==> src/rtl/seg7_scan_ctrl_if.sv <==
// Frame-load handshake plus the multiplexed display pins of the scan controller.
// The upstream datapath uses master; the controller uses slave.
interface seg7_scan_ctrl_if #(
    parameter int unsigned DIGITS = 8
);
    logic                load_valid;
    logic                load_ready;
    logic [4*DIGITS-1:0] data_in;
    logic [DIGITS-1:0]   en_in;
    logic [DIGITS-1:0]   dp_in;
    logic                frame_start;
    logic [6:0]          HEX;
    logic                DP;
    logic [DIGITS-1:0]   AN;

    modport master (
        output load_valid, data_in, en_in, dp_in,
        input  load_ready, frame_start, HEX, DP, AN
    );

    modport slave (
        input  load_valid, data_in, en_in, dp_in,
        output load_ready, frame_start, HEX, DP, AN
    );
endinterface

==> src/rtl/seg7_scan_ctrl.sv <==
// Time-multiplexed scan scheduler for a shared multi-digit 7-segment display.
// Frames wait in a pending buffer and reach the shadow copy only at frame start, so nothing tears.
module seg7_scan_ctrl #(
    parameter int unsigned DIGITS = 8,
    parameter int unsigned DIV    = 100000,
    parameter int unsigned BLANK  = 1000
) (
    input logic             clk,
    input logic             reset,
    seg7_scan_ctrl_if.slave bus
);
    localparam int unsigned CW = $clog2(DIV);
    localparam int unsigned DW = (DIGITS > 2) ? $clog2(DIGITS) : 1;

    localparam logic [CW-1:0] CNT_LAST = CW'(DIV - 1);
    localparam logic [CW-1:0] SHOW_END = CW'(DIV - BLANK);
    localparam logic [DW-1:0] DIG_LAST = DW'(DIGITS - 1);

    localparam logic SLOT_SHOW  = 1'b0;
    localparam logic SLOT_BLANK = 1'b1;

    // Slot counter and digit pointer
    logic [CW-1:0] cnt_q, cnt_d;
    logic [DW-1:0] digit_q, digit_d;
    logic          cnt_wrap;
    logic          frame_wrap;
    logic          slot;

    always_comb begin
        cnt_wrap   = (cnt_q == CNT_LAST);
        frame_wrap = cnt_wrap && (digit_q == DIG_LAST);
        cnt_d      = cnt_wrap ? '0 : cnt_q + CW'(1);
        digit_d    = digit_q;
        if (cnt_wrap) begin
            digit_d = (digit_q == DIG_LAST) ? '0 : digit_q + DW'(1);
        end
        slot = (cnt_q < SHOW_END) ? SLOT_SHOW : SLOT_BLANK;
    end

    always_ff @(posedge clk or negedge reset) begin
        if (!reset) begin
            cnt_q   <= '0;
            digit_q <= '0;
        end else begin
            cnt_q   <= cnt_d;
            digit_q <= digit_d;
        end
    end

    // Pending and shadow frame buffers
    logic [4*DIGITS-1:0] pend_data_q, sh_data_q;
    logic [DIGITS-1:0]   pend_en_q, pend_dp_q;
    logic [DIGITS-1:0]   sh_en_q, sh_dp_q;
    logic                pend_full_q;
    logic                accept;
    logic                promote;

    assign accept         = bus.load_valid & ~pend_full_q;
    assign promote        = frame_wrap & pend_full_q;
    assign bus.load_ready = ~pend_full_q;

    // A frame accepted on the boundary edge itself waits a full frame: promote needs pend_full_q.
    always_ff @(posedge clk or negedge reset) begin
        if (!reset) begin
            pend_data_q <= '0;
            pend_en_q   <= '0;
            pend_dp_q   <= '0;
            pend_full_q <= 1'b0;
            sh_data_q   <= '0;
            sh_en_q     <= '0;
            sh_dp_q     <= '0;
        end else if (promote) begin
            sh_data_q   <= pend_data_q;
            sh_en_q     <= pend_en_q;
            sh_dp_q     <= pend_dp_q;
            pend_full_q <= 1'b0;
        end else if (accept) begin
            pend_data_q <= bus.data_in;
            pend_en_q   <= bus.en_in;
            pend_dp_q   <= bus.dp_in;
            pend_full_q <= 1'b1;
        end
    end

    // Glyph lookup for the digit currently owning the slot
    logic [3:0] nib;
    logic       en_cur;
    logic       dp_cur;
    logic [6:0] seg_on;

    always_comb begin
        nib    = sh_data_q[{digit_q, 2'b00} +: 4];
        en_cur = sh_en_q[digit_q];
        dp_cur = sh_dp_q[digit_q];
        seg_on = 7'h00;
        unique case (nib)
            4'h0: seg_on = 7'h3F;
            4'h1: seg_on = 7'h06;
            4'h2: seg_on = 7'h5B;
            4'h3: seg_on = 7'h4F;
            4'h4: seg_on = 7'h66;
            4'h5: seg_on = 7'h6D;
            4'h6: seg_on = 7'h7D;
            4'h7: seg_on = 7'h07;
            4'h8: seg_on = 7'h7F;
            4'h9: seg_on = 7'h6F;
            4'hA: seg_on = 7'h77;
            4'hB: seg_on = 7'h7C;
            4'hC: seg_on = 7'h39;
            4'hD: seg_on = 7'h5E;
            4'hE: seg_on = 7'h79;
            4'hF: seg_on = 7'h71;
        endcase
    end

    // Registered pin drivers; a disabled digit keeps its anode off but still uses its slot.
    logic [DIGITS-1:0] an_q, an_d;
    logic [6:0]        hex_q, hex_d;
    logic              dp_q, dp_d;
    logic              fs_q;

    always_comb begin
        an_d  = '1;
        hex_d = 7'h7F;
        dp_d  = 1'b1;
        if (slot == SLOT_SHOW) begin
            an_d[digit_q] = ~en_cur;
            hex_d         = ~seg_on;
            dp_d          = ~(dp_cur & en_cur);
        end
    end

    always_ff @(posedge clk or negedge reset) begin
        if (!reset) begin
            an_q  <= '1;
            hex_q <= 7'h7F;
            dp_q  <= 1'b1;
            fs_q  <= 1'b0;
        end else begin
            an_q  <= an_d;
            hex_q <= hex_d;
            dp_q  <= dp_d;
            fs_q  <= frame_wrap;
        end
    end

    assign bus.AN          = an_q;
    assign bus.HEX         = hex_q;
    assign bus.DP          = dp_q;
    assign bus.frame_start = fs_q;
endmodule

==> src/flat_wrapper.sv <==
// flat-port wrapper written by rule: the top's interface ports become plain ports
module seg7_scan_ctrl_flat 
#(
    parameter int unsigned DIGITS = 8,
    parameter int unsigned DIV    = 100000,
    parameter int unsigned BLANK  = 1000
)
  (clk, reset, bus_load_valid, bus_data_in, bus_en_in, bus_dp_in, bus_load_ready, bus_frame_start, bus_HEX, bus_DP, bus_AN);
  seg7_scan_ctrl_if #(.DIGITS(DIGITS)) bus_i ();
  input logic clk;
  input logic reset;
  input wire logic [$bits(bus_i.load_valid)-1:0] bus_load_valid;
  input wire logic [$bits(bus_i.data_in)-1:0] bus_data_in;
  input wire logic [$bits(bus_i.en_in)-1:0] bus_en_in;
  input wire logic [$bits(bus_i.dp_in)-1:0] bus_dp_in;
  output wire logic [$bits(bus_i.load_ready)-1:0] bus_load_ready;
  output wire logic [$bits(bus_i.frame_start)-1:0] bus_frame_start;
  output wire logic [$bits(bus_i.HEX)-1:0] bus_HEX;
  output wire logic [$bits(bus_i.DP)-1:0] bus_DP;
  output wire logic [$bits(bus_i.AN)-1:0] bus_AN;
  assign bus_i.load_valid = bus_load_valid;
  assign bus_i.data_in = bus_data_in;
  assign bus_i.en_in = bus_en_in;
  assign bus_i.dp_in = bus_dp_in;
  assign bus_load_ready = bus_i.load_ready;
  assign bus_frame_start = bus_i.frame_start;
  assign bus_HEX = bus_i.HEX;
  assign bus_DP = bus_i.DP;
  assign bus_AN = bus_i.AN;
  seg7_scan_ctrl #(.DIGITS(DIGITS), .DIV(DIV), .BLANK(BLANK)) u_core (.clk(clk), .reset(reset), .bus(bus_i));
endmodule
==> config.mk <==
export PLATFORM = sky130hd
export DESIGN_NAME = seg7_scan_ctrl_flat
export DESIGN_NICKNAME = d
export VERILOG_FILES = /design/src/rtl/seg7_scan_ctrl_if.sv /design/src/rtl/seg7_scan_ctrl.sv /design/src/flat_wrapper.sv
export SDC_FILE = /design/constraint.sdc
export NUM_CORES = 1
export LEC_CHECK = 0
export BUFFER_PORTS_ARGS = -buffer_cell sky130_fd_sc_hd__clkbuf_2
export CAP_MARGIN = 30
export CORE_MARGIN = 1
export CORE_UTILIZATION = 55
export CTS_CLUSTER_DIAMETER = 40
export DETAILED_ROUTE_END_ITERATION = 6
export GPL_ROUTABILITY_DRIVEN = 0
export PLACE_DENSITY = 0.87
export SYNTH_ARGS = -nofsm -noshare
export SYNTH_HDL_FRONTEND = slang
export SYNTH_SLANG_ARGS = --single-unit
==> constraint.sdc <==
create_clock -name clk -period 4.5 [get_ports clk]
set_input_delay 1.125 -clock clk [delete_from_list [all_inputs] [get_ports clk]]
set_output_delay 1.125 -clock clk [all_outputs]
set_load 0.02 [all_outputs]
# [Word level (Yosys, flattened, before mapping)]
# Memory sizes are Yosys's and may differ from the RTL's.
# Index checks and enable logic that the tools add are counted.
[op_classes] add_sub_neg=2 order_cmp=3 eq_ne=2 shifts=1 muxes=13 bitwise_logic=10 reduce_logical=4
[ops] op="indexed part select 32 x 6 -> 4 bit" count=1
[ops] op="adder 17 x 1 -> 17 bit (second input constant)" count=1
[ops] op="equality test 17 bit (second input constant)" count=1
[ops] op="less-than comparator 17 bit (second input constant)" count=1
[ops] op="two-way mux 17 bit" count=1
[ops] op="two-way mux 8 bit" count=1
[ops] op="inverter 8 bit" count=1
[ops] op="bitwise OR 8 bit" count=1
[ops] op="two-way mux 7 bit" count=1
[ops] op="inverter 7 bit" count=1
[ops] op="binary-select mux 1 bit (select 3 bit)" count=2
[ops] op="two-way mux 1 bit" count=6
[ops] op="less-than comparator 3 x 4 -> 1 bit (second input constant)" count=1
[ops] op="inverter 1 bit" count=4
[ops] op="adder 3 x 1 -> 3 bit (second input constant)" count=1
[ops] op="AND 1 bit" count=3
[ops] op="demux 1 bit (select 3 bit)" count=1
[ops] op="equality test 3 bit (second input constant)" count=1
[ops] op=">= comparator 3 x 1 -> 1 bit (second input constant)" count=1
[ops] op="two-way mux 3 bit" count=1
[ops] op="logical AND 1 bit" count=2
[ops] op="AND reduction 2 bit" count=1
[ops] op="nonzero test 2 bit" count=1
[totals] regBits=134 romBits=112 input_bits=51 n_memories=1
[mem_list] memory="(name not given)" words=16 width=7 rd=1 rd_clocked_by_memory_dff=0 write_ports=0 line="seg7_scan_ctrl.sv:96" text="unique case (nib)"

# [Depth between registers and ports, before layout]
[depth] depth_word=7 depth_mapped=11 ltp_nobuf=9

# [Least setup slack after synthesis]
# Ideal clock, no wire load.
[synth_path] path_type="input-to-reg" startpoint="input port bus_load_valid" endpoint="register u_core.pend_data_q[11]" arrival_time_ns=2.359 required_ns=4.375 setup_slack_ns=2.017 cell_stages=4 n_path_buf=2 path_cell_list="nor2b_1 > buf_1 > buf_1 > mux2_2"
[synth_between] elab_chain_cells=2
[synth_lines] element="from (decl)" line="flat_wrapper.sv:12" text="input wire logic [$bits(bus_i.load_valid)-1:0] bus_load_valid;"
[synth_lines] element="AND 1 bit" line="seg7_scan_ctrl.sv:58" text="assign accept = bus.load_valid & ~pend_full_q;"
[synth_lines] element="AND reduction 2 bit (no source line)"
[synth_lines] element="to (signal assigned)" line="seg7_scan_ctrl.sv:78" text="pend_data_q <= bus.data_in;"
[synth_lines] element="to (decl)" line="seg7_scan_ctrl.sv:51" text="logic [4*DIGITS-1:0] pend_data_q, sh_data_q;"
# No other way between the ends.
# A chain may end at the register's enable or synchronous reset.

# [Final worst setup path]
[layout_path] startpoint="register u_core.cnt_q[8]" endpoint="register u_core.sh_data_q[1]"
[layout_between] elab_chain_cells=3
[layout_lines] element="from (decl)" line="seg7_scan_ctrl.sv:23" text="logic [CW-1:0] cnt_q, cnt_d;"
[layout_lines] element="from (signal assigned)" line="seg7_scan_ctrl.sv:45" text="cnt_q <= cnt_d;"
[layout_lines] element="equality test 17 bit" line="seg7_scan_ctrl.sv:30" text="cnt_wrap = (cnt_q == CNT_LAST);"
[layout_lines] element="logical AND 1 bit" line="seg7_scan_ctrl.sv:31" text="frame_wrap = cnt_wrap && (digit_q == DIG_LAST);"
[layout_lines] element="AND 1 bit" line="seg7_scan_ctrl.sv:59" text="assign promote = frame_wrap & pend_full_q;"
[layout_lines] element="to (signal assigned)" line="seg7_scan_ctrl.sv:73" text="sh_data_q <= pend_data_q;"
[layout_lines] element="to (decl)" line="seg7_scan_ctrl.sv:51"
# No other way between the ends.

==> flow_summary.ini <==
[setup_path]
worst_ep_required_time_ns = 4.91
end_kind = flip-flop
r2r_slack_ns = 1.56
path_class = flip-flop to flip-flop
crit_arrival_ns = 3.34
reg2reg_depth = 6
worstSetupStartpointType = flip-flop
cp_max_fo = 41

[synthesis]
synth_fp_nets = 467
seq_area_frac_synth_pct = 58.27
synth.avg_cell_area_um2 = 14.22
synth_edf_count = 0
synthCells = 407
synthDistinctLibCells = 45
syn_area_um2 = 5789
ys_async_sr_fraction_pct = 100.0
ys.warnings.count = 0
ys_ff_latch = 134
synth-main-ff-cell = dfrtp_1

[clock_tree]
root_buffer = clkbuf_8
clkSlewWorstSetupHoldPaths_ns = 0.06
ctsResizeCount = 0
clock_path_buffers = 2
cts_sinks = 134
cts_tree = built
cts_setup_buffers = 0
cts_made_buffers = 17
h-tree-depth = 4
clock_latency_ns = 0.53
holdBufCountCts = 0

[sta]
worst_pin_slew_ns = 0.9120
rsz0062_at_grt = false
clock_skew_ns = 0.008971
fmax_ghz = 0.3406
setup_viol = 0
slew_violations = 0
post-route-min-period_ns = 2.936
hold_violations = 0
setup_tns_ns = 0
min_period_over_period_pct = 65.24
max_slew_margin_pct = 39.07

[detailed_routing]
dr.pass1.iters = 4
viasPerCell = 5.589
drtAntennaViolNets = 0
num_vias = 3510
drt_iter0_drc = 194
wl_um = 11140
wire_per_inst_um = 17.74
drc_errors = 0

[die]
coreArea_um2 = 10280
io_pins = 69
die_w_um = 104.6
rows = 37
die_h_um = 104.6
dieArea_um2 = 10940
start_util_pct = 56.33

[finish]
drive_gt1_share_pct = 47.76
area_growth_pct = 18.44
finalInstanceArea_um2 = 6857
fillers = 734
final-instance-count-excl-fill = 628
num_antenna_cells = 0
final_nets = 539

[run_status]
status = finished, final reports clean

[global_routing]
grt_pass1_wl_um = 18440
grt_pass1_vias = 3637
gr-total-overflow = 0
grt_use_total_pct = 22.52
antenna_found_initial = 0
grt_max_degree = 74

[pwr]
peakVddDrop_uv = 311.1
p_per_area_nw_per_um2 = 403.2
p_leak_nw = 3.227

[placed_design]
dp_hpwl_um = 7488
placed_area_um2 = 6264
dp_cells = 596
io_buffers = 68

[hold_path]
hold_path.class = flip-flop to flip-flop
hold_depth = 1

[flow_run]
cap_violations = 0
-- critical path, cell delays in order (launching register included) --
cell and delay, ns:
dfrtp_1 0.42, nor4b_1 0.33, nand3_1 0.20, nor4_4 0.68
nand3_2 0.38, buf_4 0.42, mux2_2 0.36
-- state kept, by name, summed over array words and instances, names as in the netlist, 3 cells and up --
signal              cells
u_core.sh_en_q          8
u_core.pend_dp_q        8
u_core.pend_data_q     32
u_core.cnt_q           17
u_core.sh_data_q       32
u_core.bus.AN           8
u_core.pend_en_q        8
u_core.sh_dp_q          8
u_core.bus.HEX          7
u_core.digit_q          3
-- cells in the final DEF (no fill, tap or decap), types with 4 or more instances in the layout --
master / count
xor2_1: 7
clkbuf_2: 67
nor2b_1: 5
nand3_1: 13
clkbuf_16: 16
mux2i_1: 12
inv_1: 10
o221ai_1: 4
nor2_1: 17
clkinvlp_4: 4
dfrtp_1: 118
dfstp_2: 16
ha_1: 9
o21ai_0: 4
mux2_2: 94
mux2_4: 9
nand2_1: 17
mux4_2: 7
nand4_1: 4
xnor2_1: 8
-- synth_stat cells (all sizes together), types with 8 or more instances --
cell type	number	area, um^2
inv	10	37.54
mux2	103	1194
dfstp	16	420.4
dfrtp	118	2953
buf	11	55.05
ha	9	112.6
mux2i	12	120.1
xnor2	8	70.07
nor2	17	63.81
nand2	17	63.81
nand3	14	75.07
-- worst paths after layout --
| path | from | end |
|---|---|---|
| worst min register to register | u_core.cnt_q[0] | u_core.cnt_q[0] |
| max in group asynchronous | reset | u_core.bus.AN[3] |
| worst max-delay path | u_core.cnt_q[8] | u_core.sh_data_q[1] |
| min in group asynchronous | reset | u_core.cnt_q[7] |
| worst min-delay path | u_core.cnt_q[0] | u_core.cnt_q[0] |
| worst max register to register | u_core.cnt_q[8] | u_core.sh_data_q[1] |
-- routing by layer --
metal | GRT usage, % | vias up | wire [um]
li1 | - | 1605 | -
met1 | 28.14 | 1788 | 4725
met2 | 37.18 | 92 | 5714
met3 | 5.677 | 25 | 414
met4 | 10.06 | 0 | 284
met5 | 0 | - | 0
-- report_power, final --
group / internal (mW) / switching, mW
Combinational: 0.0581 / 0.0430
Sequential: 1.26 / 0.0343
Clock: 0.845 / 0.522
-- through the flow --
stage	hold WS (ns)	utilization [%]	total power, mW	setup WS, ns
after floorplan	0.4329	-	1.350	2.017
after global placement	0.4454	60.94	1.412	1.652
after detailed placement	0.4568	60.94	1.421	1.599
after CTS	0.4644	66.72	2.785	1.561
after global routing	0.4841	66.72	2.850	1.328
final	0.4588	66.72	2.765	1.564
-- layout make-up --
class,instances,area (um^2),share of cell area (%)
flip-flops and latches,134,3373,49.20
multi-input cells,245,2305,33.61
clock buffers,17,414.1,6.040
repair buffers,71,377.9,5.511
clock inverters,15,178.9,2.609
well taps,136,170.2,2.482
inverters,10,37.54,0.5474
-- cells by family after synthesis --
kind of cell             count (synthesis)  synth area share (%)
AND/OR/NAND/NOR                         74                 6.808
buffers and inverters                   28                 2.053
adder cells (fa/ha/maj)                  9                 1.945
AO/OA/AOI/OAI                           25                 3.242
flip-flops                             134                 58.27
XOR/XNOR                                15                 2.269
multiplexers                           122                 25.42
Power figures use the tool's default switching activity.
